==> config.mk <==
export PLATFORM = sky130hd
export DESIGN_NAME = flag_branch_unit
export DESIGN_NICKNAME = d
export VERILOG_FILES = /design/src/rtl/flag_branch_unit.sv
export SDC_FILE = /design/constraint.sdc
export NUM_CORES = 1
export LEC_CHECK = 0
export ABC_CLOCK_PERIOD_IN_PS = 5400
export CAP_MARGIN = 5
export CORE_ASPECT_RATIO = 1.5
export CORE_MARGIN = 5
export CORE_UTILIZATION = 50
export CTS_BUF_LIST = sky130_fd_sc_hd__clkbuf_8
export DETAILED_ROUTE_END_ITERATION = 16
export PLACE_DENSITY = 0.86
export SLEW_MARGIN = 10
export SYNTH_ARGS = -nofsm -noshare
export SYNTH_HDL_FRONTEND = slang
export SYNTH_SLANG_ARGS = --single-unit
==> constraint.sdc <==
create_clock -name clk -period 5.4 [get_ports clk]
set_input_delay 0.81 -clock clk [delete_from_list [all_inputs] [get_ports clk]]
set_output_delay 0.81 -clock clk [all_outputs]
set_load 0.005 [all_outputs]
==> src/rtl/flag_branch_unit.sv <==
// flag_branch_unit: architectural Z/V/N flags, in-flight flag-writer tracking and
// hazard-aware conditional branch resolution with a req/ack handshake to fetch.
module flag_branch_unit #(
    parameter int PEND_MAX = 3
) (
    input  logic        clk,
    input  logic        rst_n,
    input  logic        i_alu_valid,
    input  logic [2:0]  i_alu_opcode,
    input  logic [2:0]  i_alu_flags,
    input  logic        i_fl_issue,
    input  logic        i_br_req,
    input  logic        i_br_type,
    input  logic [2:0]  i_br_ccc,
    input  logic [15:0] i_br_pc,
    input  logic [8:0]  i_br_imm,
    input  logic [15:0] i_br_reg,
    output logic        o_br_ack,
    output logic        o_br_taken,
    output logic [15:0] o_br_target,
    output logic        o_stall,
    output logic [2:0]  o_flags,
    output logic [1:0]  o_pend_cnt,
    output logic        o_err
);
    typedef enum logic [1:0] {IDLE, WAIT, RESP} state_t;
    localparam logic [1:0] CNT_MAX = PEND_MAX[1:0];

    state_t      r_state, w_next;
    logic [2:0]  r_flags, w_nflags;
    logic [1:0]  r_cnt, w_ncnt;
    logic        r_err, r_taken, w_err_set, w_writer, w_wvn, w_cond, w_resolve;
    logic [15:0] r_target, w_pc2, w_target;

    // Opcodes 011 and 111 leave the flags alone; only ADD/SUB touch V and N.
    always_comb begin
        w_writer  = i_alu_valid && i_alu_opcode[1:0] != 2'b11;
        w_wvn     = i_alu_valid && i_alu_opcode[2:1] == 2'b00;
        w_nflags  = {w_writer ? i_alu_flags[2] : r_flags[2], w_wvn ? i_alu_flags[1:0] : r_flags[1:0]};
        w_ncnt    = (i_fl_issue == w_writer) ? r_cnt :
                    i_fl_issue ? ((r_cnt == CNT_MAX) ? r_cnt : r_cnt + 2'd1) :
                    ((r_cnt == 2'd0) ? r_cnt : r_cnt - 2'd1);
        w_err_set = (i_fl_issue && !w_writer && r_cnt == CNT_MAX) ||
                    (w_writer && !i_fl_issue && r_cnt == 2'd0) ||
                    (i_fl_issue && r_state != IDLE);
    end

    always_comb begin
        w_cond = 1'b1;
        case (i_br_ccc)
            3'd0: w_cond = !w_nflags[2];
            3'd1: w_cond = w_nflags[2];
            3'd2: w_cond = !w_nflags[2] && !w_nflags[0];
            3'd3: w_cond = w_nflags[0];
            3'd4: w_cond = w_nflags[2] || !w_nflags[0];
            3'd5: w_cond = w_nflags[0] || w_nflags[2];
            3'd6: w_cond = w_nflags[1];
            default: w_cond = 1'b1;
        endcase
        w_pc2    = i_br_pc + 16'd2;
        w_target = !w_cond ? w_pc2 : i_br_type ? i_br_reg : w_pc2 + {{6{i_br_imm[8]}}, i_br_imm, 1'b0};
    end

    always_comb begin
        w_resolve = w_ncnt == 2'd0 && ((r_state == IDLE && i_br_req) || r_state == WAIT);
        w_next    = (r_state == RESP) ? IDLE :
                    w_resolve ? RESP :
                    (r_state == IDLE && i_br_req) ? WAIT : r_state;
    end

    always_ff @(posedge clk or negedge rst_n) begin
        if (!rst_n) begin
            r_state  <= IDLE;
            r_flags  <= 3'b000;
            r_cnt    <= 2'd0;
            r_err    <= 1'b0;
            r_taken  <= 1'b0;
            r_target <= 16'h0000;
        end else begin
            r_state <= w_next;
            r_flags <= w_nflags;
            r_cnt   <= w_ncnt;
            r_err   <= r_err | w_err_set;
            if (w_resolve) begin
                r_taken  <= w_cond;
                r_target <= w_target;
            end
        end
    end

    assign o_br_ack    = r_state == RESP;
    assign o_br_taken  = r_taken;
    assign o_br_target = r_target;
    assign o_stall     = i_br_req && r_state != RESP;
    assign o_flags     = r_flags;
    assign o_pend_cnt  = r_cnt;
    assign o_err       = r_err;
endmodule

## Word-level counts from Yosys, hierarchy flattened

Index checks and enable logic that the tools add are counted.

- Output and inout bits: 25
- Bits of input ports: 56
- Word-level logic and storage cells: 62
- Bits in registers: 25

- Reduce and logical (&&, ||, !) cells: 27
- Add/subtract/negate cells: 4
- Equality and inequality tests: 12
- Bitwise logic cells: 1
- Muxes and demuxes: 12

Operators with widths:

| cell | count |
|---|---|
| two-way mux 16 bit | 2 |
| adder 16 bit | 1 |
| adder 16 x 2 -> 16 bit, second input constant | 1 |
| two-way mux 2 bit | 8 |
| logical AND 1 bit | 11 |
| == test 3 bit, second input constant | 3 |
| logical NOT 2 bit | 4 |
| case mux 1 bit (7 select lines) | 1 |
| == test 3 x 2 -> 1 bit, second input constant | 2 |
| logical OR 1 bit | 5 |
| == test 2 bit, second input constant | 2 |
| logical NOT 1 bit | 4 |
| != test 2 bit, second input constant | 2 |
| == test 3 x 1 -> 1 bit, second input constant | 1 |
| logical NOT 3 bit | 1 |
| nonzero test 3 bit | 1 |
| adder 2 x 1 -> 2 bit, second input constant | 1 |
| == test 2 x 1 -> 1 bit, second input constant | 1 |
| nonzero test 2 bit | 1 |
| subtractor 2 x 1 -> 2 bit, second input constant | 1 |
| == test 1 bit | 1 |
| two-way mux 1 bit | 1 |
| OR 1 bit | 1 |

## Logic depth before layout (Yosys ltp)

Gate-level depths: netlist (run 1).

- Depth in word-level cells: 8
- Depth in mapped cells: 12
- Mapped depth without buffers: 11

## Least setup slack after synthesis (run 1)

OpenSTA, ideal clock, no wires.

- Kind: input -> register
- Start: input i_br_pc[1]
- End: register r_target[15] (netlist: o_br_target[15])
- Data required time: 5.321 ns
- Setup time: 0.079 ns
- Setup slack: 2.356 ns
- Stages on the path: 12
- Arrival time: 2.964 ns
- Path buffers: 1
- Path through: and2_1 clkbuf_1 nand2_1 nor2_1 xor2_1 ha_1 a21oi_1 o21ai_0 nor2b_1 or4_1 a21oi_1 a2bb2oi_1

- Longest elaborated chain between the ends: 4

Ends and longest elaborated chain:

| what | line | source |
|---|---|---|
| from (decl) | 15 | `input logic [15:0] i_br_pc,` |
| adder 16 x 2 -> 16 bit (*) | 60 | `w_pc2 = i_br_pc + 16'd2;` |
| adder 16 bit | 61 | `w_target = !w_cond ? w_pc2 : i_br_type ? i_br_reg : w_pc2 + {{6{i_br_imm[8]}}, i_br_imm, 1'b0};` |
| two-way mux 16 bit | 61 |  |
| two-way mux 16 bit (*) | 61 |  |
| to (signal assigned) | 86 | `r_target <= w_target;` |
| to (decl) | 33 | `logic [15:0] r_target, w_pc2, w_target;` |

Every way passes the cells marked *; elsewhere a longest branch is shown, timed or not.
A chain may end at the register's enable or synchronous reset.

## Worst setup path in the final report (run 1)

- Start: input i_br_pc[3]
- End: register r_target[15] (netlist: o_br_target[15])

The elaborated chain is that of the path after synthesis.

==> results of run 1 <==
[where the power goes]
part | internal, mW | switching, mW | leakage (nW) | total [mW]
clock | 0.0515 | 0.0561 | 0.0255 | 0.108
sequential | 0.264 | 0.0488 | 0.297 | 0.312
combinational | 0.273 | 0.220 | 1.12 | 0.492
total | 0.588 | 0.324 | 1.44 | 0.912
[registers in the layout (all words and copies together) (netlist names)]
name	cells
o_flags	3
o_pend_cnt	2
o_err	1
o_br_taken	1
r_state	2
o_br_target	16
[worst paths after layout]
kind	to	slack, ps	depth (start not counted)
worst max-delay path	o_br_target[15]$_DFFE_PN0P_	1750	12
worst min-delay path	o_br_target[6]$_DFFE_PN0P_	480	2
worst max register to register	o_br_target[0]$_DFFE_PN0P_	3190	5
worst min register to register	o_br_target[6]$_DFFE_PN0P_	480	2
max in group asynchronous	o_flags[0]$_DFF_PN0_	4510	1
min in group asynchronous	o_pend_cnt[0]$_DFF_PN0_	520	1
[tightest hold or removal path, delay by kind of cell (launching register included)]
family,cells,cell delay [ps]
flops,1,350
compound gates,1,60
simple gates,1,40
[cells by family after synthesis]
logic type,count (synthesis),synth area share [%]
flops,25,24.9
mux,10,4.18
fa+ha+maj,22,11.2
simple gates,120,25.1
buf+inv,23,4.28
xor+xnor,18,6.82
compound gates,89,23.5
[layout make-up]
| type | count | area [µm²] | share of cell area, % |
|---|---|---|---|
| Timing Repair Buffer | 83 | 818 | 24.1 |
| Clock inverter | 1 | 5.00 | 0.147 |
| Clock buffer | 3 | 41.3 | 1.21 |
| Multi-Input combinational cell | 259 | 1790 | 52.6 |
| Sequential cell | 25 | 626 | 18.4 |
| Inverter | 11 | 41.3 | 1.21 |
| Tap cell | 66 | 82.6 | 2.43 |
[per-stage QoR]
stage,cells,power (mW)
3_5_place_dp,444,0.812
3_3_place_gp,444,0.795
6_report,448,0.912
5_1_grt,448,0.985
2_1_floorplan,307,0.554
4_1_cts,448,0.922
[per-layer routing]
layer | track usage, % | wire (µm) | vias up
li1 | - | - | 1274
met4 | 4.59 | 70 | 0
met1 | 24.3 | 2740 | 1167
met3 | 1.74 | 459 | 6
met5 | 0 | 0 | -
met2 | 38.9 | 3570 | 91
[cell usage in the layout (no fill, tap or decap), types with 3 or more instances in the layout]
master / instances
a211oi_1: 3
a21oi_1: 15
nand4_1: 10
o21ai_1: 3
nand2b_1: 10
mux2i_1: 6
o311a_1: 3
nor2_1: 14
clkdlybuf4s50_1: 79
o21a_1: 3
nand3_1: 10
a21o_1: 5
buf_4: 3
nand2_1: 48
o31ai_1: 4
xor2_1: 6
o21bai_1: 3
mux2_2: 4
inv_1: 11
nor2b_1: 5
nor3_1: 6
ha_1: 21
xnor2_1: 11
a31oi_1: 3
dfrtp_1: 25
o21ai_0: 28
clkbuf_8: 3
==> impl_metrics.toml, run 1 <==
[final_layout]
drive_gt1_share_pct = 5.50
design_area_um2 = 3400
fillCellCount = 408
num-nets-final = 461
diodes = 0
final_util_pct = 70.2
area_growth_pct = 35.3

[setup_path]
reg2reg_from = "o_pend_cnt[0]$_DFF_PN0_"
crit_fanout = 6
cpMostUsedCell = "a21oi_1"
crit_required_ps = 5590
crit_buf_inv = 1
cp-end-kind = "flip-flop"
slowest_stage = "clkdlybuf4s50_1"
critPathLaunch = "i_br_pc[3]"
start_kind = "primary input"
path_class = "primary input to flip-flop"
critical_path.top_delay_family = "simple AND/OR/NAND/NOR gates"
critPathArrivalTime_ps = 3840
critPathMaxStageDelay_ps = 620
path_cells = "clkdlybuf4s50_1, and4_2, nand3_1, nor2_1, xor2_1, ha_1, a21oi_1, o21ai_0, nor2b_1, or4_1, a21oi_1, a2bb2oi_1"

[sta]
fin_crit_sh_pct = 67.5
setup_violations = 0
rsz0062_at_grt = "false"
tns_ps = 0
hold_viol_final = 0
fmax_ghz = 0.274
post-route-worst-setup-slack_ps = 1750
hold_slack_ps = 483
finClkSkew_ps = 1.53
slew_viol_final = 0
fin_crit_ps = 3650
max_slew_margin_pct = 51.9
max_slew.worst_pin.slew_ps = 721

[clock_network]
htreeDepth = 1
cts_tree = "built"
path_clk_slew_ps = 80
clock-sinks = 25
cts_made_buffers = 3
cts_buffer_depth = 2
hold_buffers = 0
postCtsResizedCells = 0
cts_setup_buffers = 0
clkLatencyLatePin_ps = 260
clock-root-buffer = "clkbuf_8"

[yosys]
yosys_register_bits = 25
synth_cells = 307
synth_ff_type = "dfrtp_1"
synth_edf_count = 0
yosysMostFrequentCell = "nand2_1"
yosysSeqAreaShare_pct = 24.9
synth_warnings = 0
synth_area_um2 = 2510
synth_largest_area_cell = "dfrtp_1"
syn_area_per_cell_um2 = 8.19
yosys.area.top_type_share_pct = 24.9
yosysUniqueCellTypes = 59
synth_common_cells = "nand2_1 (48), o21ai_0 (28), dfrtp_1 (25)"
synthTopCellsByArea = "dfrtp_1 (25%), ha_1 (10%), nand2_1 (7.2%)"
synth_nets = 385
synthArstFlopShare_pct = 100

[route]
drtAntennaViolNets = 0
routed_wl_mm = 6.84
via_per_inst = 5.67
firstDrtPassIters = 4
drtIter0Drc = 104
avgRoutedWirePerCell_um = 15.3
route.detailed.drc = 0
route.vias.total = 2538

[floorplan]
dieArea_um2 = 6580
boundaryPins = 81
placement_rows = 31
initial_core_util_pct = 51.9
die_w_um = 67.9
fp.dieH_um = 96.9
core_um2 = 4850

[placed_design]
gp_congestion = 0.889
postPlaceCellArea_um2 = 3360
hpwl_mm = 5.58
port_buffers = 80
dp_slack_ps = 1510

[grt]
grt_pass1_vias = 2428
grt_max_degree = 35
grt.overflow.total = 0
grt_util_all_layers_pct = 20.7
antenna_found_initial = 0
grt_pass1_wl_mm = 11.0

[status]
status = "finished clean"

[power]
vdd_ir_drop_max_v = 0.000113
power.leakage_nw = 1.44
power.density_nw_per_um2 = 268

[worst_hold_path]
hold_start = "o_br_target[6]$_DFFE_PN0P_"
hold_class = "flip-flop to flip-flop"

[run]
max-cap-violations = 0
Power figures use the tool's default switching activity.
==> run 2: changes to the inputs <==
--- a/config.mk
+++ b/config.mk
@@ -5,14 +5,14 @@
 export SDC_FILE = /design/constraint.sdc
 export NUM_CORES = 1
 export LEC_CHECK = 0
-export ABC_CLOCK_PERIOD_IN_PS = 5400
+export ABC_CLOCK_PERIOD_IN_PS = 3170
 export CAP_MARGIN = 5
 export CORE_ASPECT_RATIO = 1.5
 export CORE_MARGIN = 5
-export CORE_UTILIZATION = 50
+export CORE_UTILIZATION = 44
 export CTS_BUF_LIST = sky130_fd_sc_hd__clkbuf_8
 export DETAILED_ROUTE_END_ITERATION = 16
-export PLACE_DENSITY = 0.86
+export PLACE_DENSITY = 0.8
 export SLEW_MARGIN = 10
 export SYNTH_ARGS = -nofsm -noshare
 export SYNTH_HDL_FRONTEND = slang
==> constraint.sdc (replaced) <==
create_clock -name clk -period 3.17 [get_ports clk]
set_input_delay 0.4755 -clock clk [delete_from_list [all_inputs] [get_ports clk]]
set_output_delay 0.4755 -clock clk [all_outputs]
set_load 0.005 [all_outputs]
==> impl_metrics.toml, run 2 (same netlist as run 1, synthesis figures left out) <==
[clock_network]
clock-sinks = 25
cts_buffer_depth = 2
cts_setup_buffers = 0
htreeDepth = 1
cts_tree = "built"
cts_made_buffers = 3
path_clk_slew_ps = 80
clock-root-buffer = "clkbuf_8"
hold_buffers = 0
clkLatencyLatePin_ps = 270

[power]
power.share.clock_pct = 11.0
internal_power_mw = 1.08
seq_power_share_pct = 32.2
power.density_nw_per_um2 = 427
switching_share_pct = 35.1
p_sw_uw = 583
combPwrFrac_pct = 56.8
power.leakage_nw = 1.76
vdd_ir_drop_max_v = 0.000208

[worst_hold_path]
hold_class = "flip-flop to flip-flop"
min_path_cells = 2

[sta]
hold_slack_ps = 491
rsz0062_at_grt = "true"
slew_viol_final = 0
hold_viol_final = 0
max_slew_margin_pct = 68.0
fmax_ghz = 0.322
finClkSkew_ps = 2.31
fin_crit_sh_pct = 98.0
fin_crit_ps = 3110
max_slew.worst_pin.slew_ps = 480
setup_violations = 0
tns_ps = 0

[route]
route.detailed.drc = 0
drtIter0Drc = 71
met1Wirelength_mm = 2.95
avgRoutedWirePerCell_um = 14.8
drtAntennaViolNets = 0
wl_met3_um = 338
top_layer = "met4"
wl_met2_mm = 4.04
route.vias.total = 2752
firstDrtPassIters = 4
via_per_inst = 5.41
routed_wl_mm = 7.53

[final_layout]
diodes = 0
final_util_pct = 70.5
drive_gt1_share_pct = 19.4
fillCellCount = 457
area_growth_pct = 55.0
layout_commonest_cell = "clkdlybuf4s50_1"
largest_reg_flops = 16
final_cell_mix = "clkdlybuf4s50_1 (78), buf_4 (59), nand2_1 (48), o21ai_0 (25), dfrtp_1 (25)"
num-nets-final = 518

[grt]
grt.overflow.total = 0
antenna_found_initial = 0
grt_max_degree = 34
grt_pass1_vias = 2815
grt_util_all_layers_pct = 20.0
grt_pass1_wl_mm = 12.1

[floorplan]
dieArea_um2 = 7360
placement_rows = 33
core_um2 = 5530
initial_core_util_pct = 45.5
die_w_um = 71.7
fp.dieH_um = 103
boundaryPins = 81

[setup_path]
reg2regPathDepth = 5
crit_required_ps = 3370
critPathArrivalTime_ps = 3310
crit_fanout = 3
start_kind = "primary input"
path_class = "primary input to flip-flop"
rrSetupSlack_ps = 1210
cp-end-kind = "flip-flop"

[status]
status = "finished clean"

[placed_design]
port_buffers = 80
hpwl_mm = 6.18
gp_congestion = 0.892

[run]
max-cap-violations = 0
-- run 2: changes by cell type in the layout (fill, tap and decap cells not counted), moves of 2 or more --
cell,before,now
dlymetal6s2s_1,0,2
a21oi_2,0,2
o21ai_1,3,6
a21oi_1,15,13
xnor2_2,0,3
o21ai_0,28,25
buf_4,3,59
xnor2_1,11,8
-- run 2: routing by layer --
| layer | GRT usage [%] | vias up |
|---|---|---|
| met5 | 0 | - |
| met4 | 7.67 | 0 |
| met3 | 1.27 | 13 |
| met2 | 39.8 | 83 |
| met1 | 21.7 | 1267 |
| li1 | - | 1389 |
-- run 2: path summary, 6_finish.rpt --
kind / to / startpoint
max reg2reg: o_br_target[5]$_DFFE_PN0P_ / o_pend_cnt[0]$_DFF_PN0_
min in group asynchronous: o_br_target[3]$_DFFE_PN0P_ / rst_n
max: o_br_target[14]$_DFFE_PN0P_ / i_br_pc[5]
min reg2reg: o_br_taken$_DFFE_PN0P_ / o_br_taken$_DFFE_PN0P_
min: o_br_taken$_DFFE_PN0P_ / o_br_taken$_DFFE_PN0P_
max in group asynchronous: o_flags[0]$_DFF_PN0_ / rst_n
-- run 2: worst max-delay path: stages --
cell,delay (ps)
clkdlybuf4s50_1,500
and4_2,250
buf_4,120
nand4_1,150
xnor2_2,250
ha_1,320
a21oi_1,230
o21ai_1,160
or2_2,310
o21a_1,180
o2111a_1,240
o21ai_1,120
-- run 2: final cells by class --
class                   instances  area (µm²)  share of cell area [%]
inverters                      11        41.3                    1.06
clock inverters                 1        3.75                  0.0963
flip-flops and latches         25         626                    16.0
clock buffers                   3        41.3                    1.06
repair buffers                140        1270                    32.5
multi-input cells             259        1830                    47.0
well taps                      70        87.6                    2.25
-- run 2: what timing repair did --
item	in CTS	in global routing
gates resized for setup	1	15
setup endpoints to repair	1	6
pin swaps	0	1
-- run 2: power groups by stage --
stage          clock network, mW  registers [mW]  logic (mW)
3_5_place_dp                   0           0.542       0.941
3_3_place_gp                   0           0.537       0.911
6_report                   0.182           0.535       0.945
4_1_cts                    0.189           0.536       0.945
5_1_grt                    0.196           0.554        1.03
2_1_floorplan                  0           0.541       0.402
-- run 2: through the flow --
| step | instances | power (mW) | area, µm² | worst slack [ps] |
|---|---|---|---|---|
| 3_3_place_gp | 505 | 1.45 | 3810 | -130 |
| 5_1_grt | 509 | 1.78 | 3900 | -57.4 |
| 6_report | 509 | 1.66 | 3900 | 63.6 |
| 4_1_cts | 509 | 1.67 | 3850 | 32.9 |
| 2_1_floorplan | 307 | 0.944 | 2510 | 461 |
| 3_5_place_dp | 505 | 1.48 | 3810 | -288 |
==> run 3: changes to the inputs <==
--- a/config.mk
+++ b/config.mk
@@ -5,14 +5,14 @@
 export SDC_FILE = /design/constraint.sdc
 export NUM_CORES = 1
 export LEC_CHECK = 0
-export ABC_CLOCK_PERIOD_IN_PS = 3170
+export ABC_CLOCK_PERIOD_IN_PS = 3400
 export CAP_MARGIN = 5
 export CORE_ASPECT_RATIO = 1.5
 export CORE_MARGIN = 5
-export CORE_UTILIZATION = 44
+export CORE_UTILIZATION = 48
 export CTS_BUF_LIST = sky130_fd_sc_hd__clkbuf_8
 export DETAILED_ROUTE_END_ITERATION = 16
-export PLACE_DENSITY = 0.8
+export PLACE_DENSITY = 0.83
 export SLEW_MARGIN = 10
 export SYNTH_ARGS = -nofsm -noshare
 export SYNTH_HDL_FRONTEND = slang
==> constraint.sdc (replaced) <==
create_clock -name clk -period 3.4 [get_ports clk]
set_input_delay 0.51 -clock clk [delete_from_list [all_inputs] [get_ports clk]]
set_output_delay 0.51 -clock clk [all_outputs]
set_load 0.005 [all_outputs]
==> impl_metrics.toml, run 3 (same netlist as run 1, synthesis figures left out) <==
[floorplan]
dieArea_um2 = 6820
placement_rows = 32
core_um2 = 5120
fp.dieH_um = 98.7
die_w_um = 69.1
initial_core_util_pct = 49.1
boundaryPins = 81

[sta]
setup_violations = 0
hold_viol_final = 0
slew_viol_final = 0
max_slew_margin_pct = 64.5
finClkSkew_ps = 4.77
fin_crit_ps = 3220
fmax_ghz = 0.310
max_slew.worst_pin.slew_ps = 519
rsz0062_at_grt = "false"
fin_crit_sh_pct = 94.8

[power]
power.share.clock_pct = 11.5
combPwrFrac_pct = 55.0
vdd_ir_drop_max_v = 0.000181
total_power_mw = 1.49
p_sw_uw = 524
switching_share_pct = 35.1
power.leakage_nw = 1.57
internal_power_uw = 966
seq_power_share_pct = 33.5
power.density_nw_per_um2 = 412

[clock_network]
cts_made_buffers = 3
clock-sinks = 25
path_clk_slew_ps = 80
clkLatencyLatePin_ps = 270
htreeDepth = 1
cts_buffer_depth = 2
hold_buffers = 0
cts_tree = "built"
clock-root-buffer = "clkbuf_8"

[route]
drtIter0Drc = 92
avgRoutedWirePerCell_um = 14.8
route.vias.total = 2642
drtAntennaViolNets = 0
via_per_inst = 5.56
route.detailed.drc = 0
routed_wl_mm = 7.02
firstDrtPassIters = 5

[worst_hold_path]
hold_class = "flip-flop to flip-flop"

[run]
max-cap-violations = 0

[placed_design]
gp_congestion = 0.877
hpwl_mm = 5.89
port_buffers = 80

[setup_path]
cp-end-kind = "flip-flop"
crit_required_ps = 3590
critPathArrivalTime_ps = 3410
path_class = "primary input to flip-flop"
start_kind = "primary input"
crit_fanout = 5

[final_layout]
largest_reg_flops = 16
drive_gt1_share_pct = 11.3
num-nets-final = 486
area_growth_pct = 43.8
final_util_pct = 70.6
final_cell_mix = "clkdlybuf4s50_1 (80), nand2_1 (48), o21ai_0 (28), buf_4 (27), dfrtp_1 (25)"
diodes = 0
layout_commonest_cell = "clkdlybuf4s50_1"

[grt]
grt_max_degree = 34
antenna_found_initial = 0
grt.overflow.total = 0
grt_util_all_layers_pct = 20.5
grt_pass1_vias = 2627
grt_pass1_wl_mm = 11.8

[status]
status = "finished clean"
run 3: metal layers:
layer | routed length, µm | GRT usage (%)
met1 | 2860 | 23.7
met2 | 3760 | 39.0
met3 | 269 | 1.22
met4 | 129 | 7.37
met5 | 0 | 0
run 3: final timing paths:
check                                                start                          end  slack (ps)  cells past startpoint
worst max-delay path                            i_br_pc[5]  o_br_target[15]$_DFFE_PN0P_         180                     13
worst min-delay path            o_br_target[9]$_DFFE_PN0P_   o_br_target[9]$_DFFE_PN0P_         490                      2
worst max register to register     o_pend_cnt[0]$_DFF_PN0_  o_br_target[10]$_DFFE_PN0P_        1330                      6
worst min register to register  o_br_target[9]$_DFFE_PN0P_   o_br_target[9]$_DFFE_PN0P_         490                      2
max in group asynchronous                            rst_n  o_br_target[11]$_DFFE_PN0P_        2560                      2
min in group asynchronous                            rst_n   o_br_target[2]$_DFFE_PN0P_         590                      2
run 3: repair_timing:
action                     in CTS  in global routing
buffers inserted                0                  0
setup endpoints to repair       0                  1
resized for setup               0                  1
run 3: metrics by stage:
stage / worst slack [ps] / cell area [µm²] / setup TNS (ps) / hold WS [ps] / std cells
floorplan: 656 / 2510 / 0 / 214 / 307
global route: 8.46 / 3620 / 0 / 509 / 475
finish: 177 / 3620 / 0 / 486 / 475
detailed placement: -109 / 3560 / -109 / 470 / 471
global placement: 13.6 / 3560 / 0 / 459 / 471
CTS: 165 / 3610 / 0 / 490 / 475
run 3: final cells by class:
class / instances / area [µm²]
Fill cell: 438 / 1510
Clock buffer: 3 / 41.3
Tap cell: 68 / 85.1
Timing Repair Buffer: 108 / 1020
Sequential cell: 25 / 626
Inverter: 11 / 41.3
Multi-Input combinational cell: 259 / 1800
Clock inverter: 1 / 5.00
run 3: power by group through the flow:
stage / registers (mW) / logic (mW) / clock network (mW)
2_1_floorplan: 0.505 / 0.375 / 0
3_3_place_gp: 0.500 / 0.801 / 0
3_5_place_dp: 0.507 / 0.823 / 0
4_1_cts: 0.501 / 0.826 / 0.177
5_1_grt: 0.516 / 0.906 / 0.187
6_report: 0.499 / 0.819 / 0.172
run 3: critical path: stages:
cell and delay, ps:
clkdlybuf4s50_1 490, buf_4 120, nand4_4 100, nor2_1 200, nand3_1 150, xnor2_2 170
ha_1 360, a21oi_1 230, o21bai_1 100, a21o_1 210, or4_1 460, a21oi_1 150
a2bb2oi_1 160
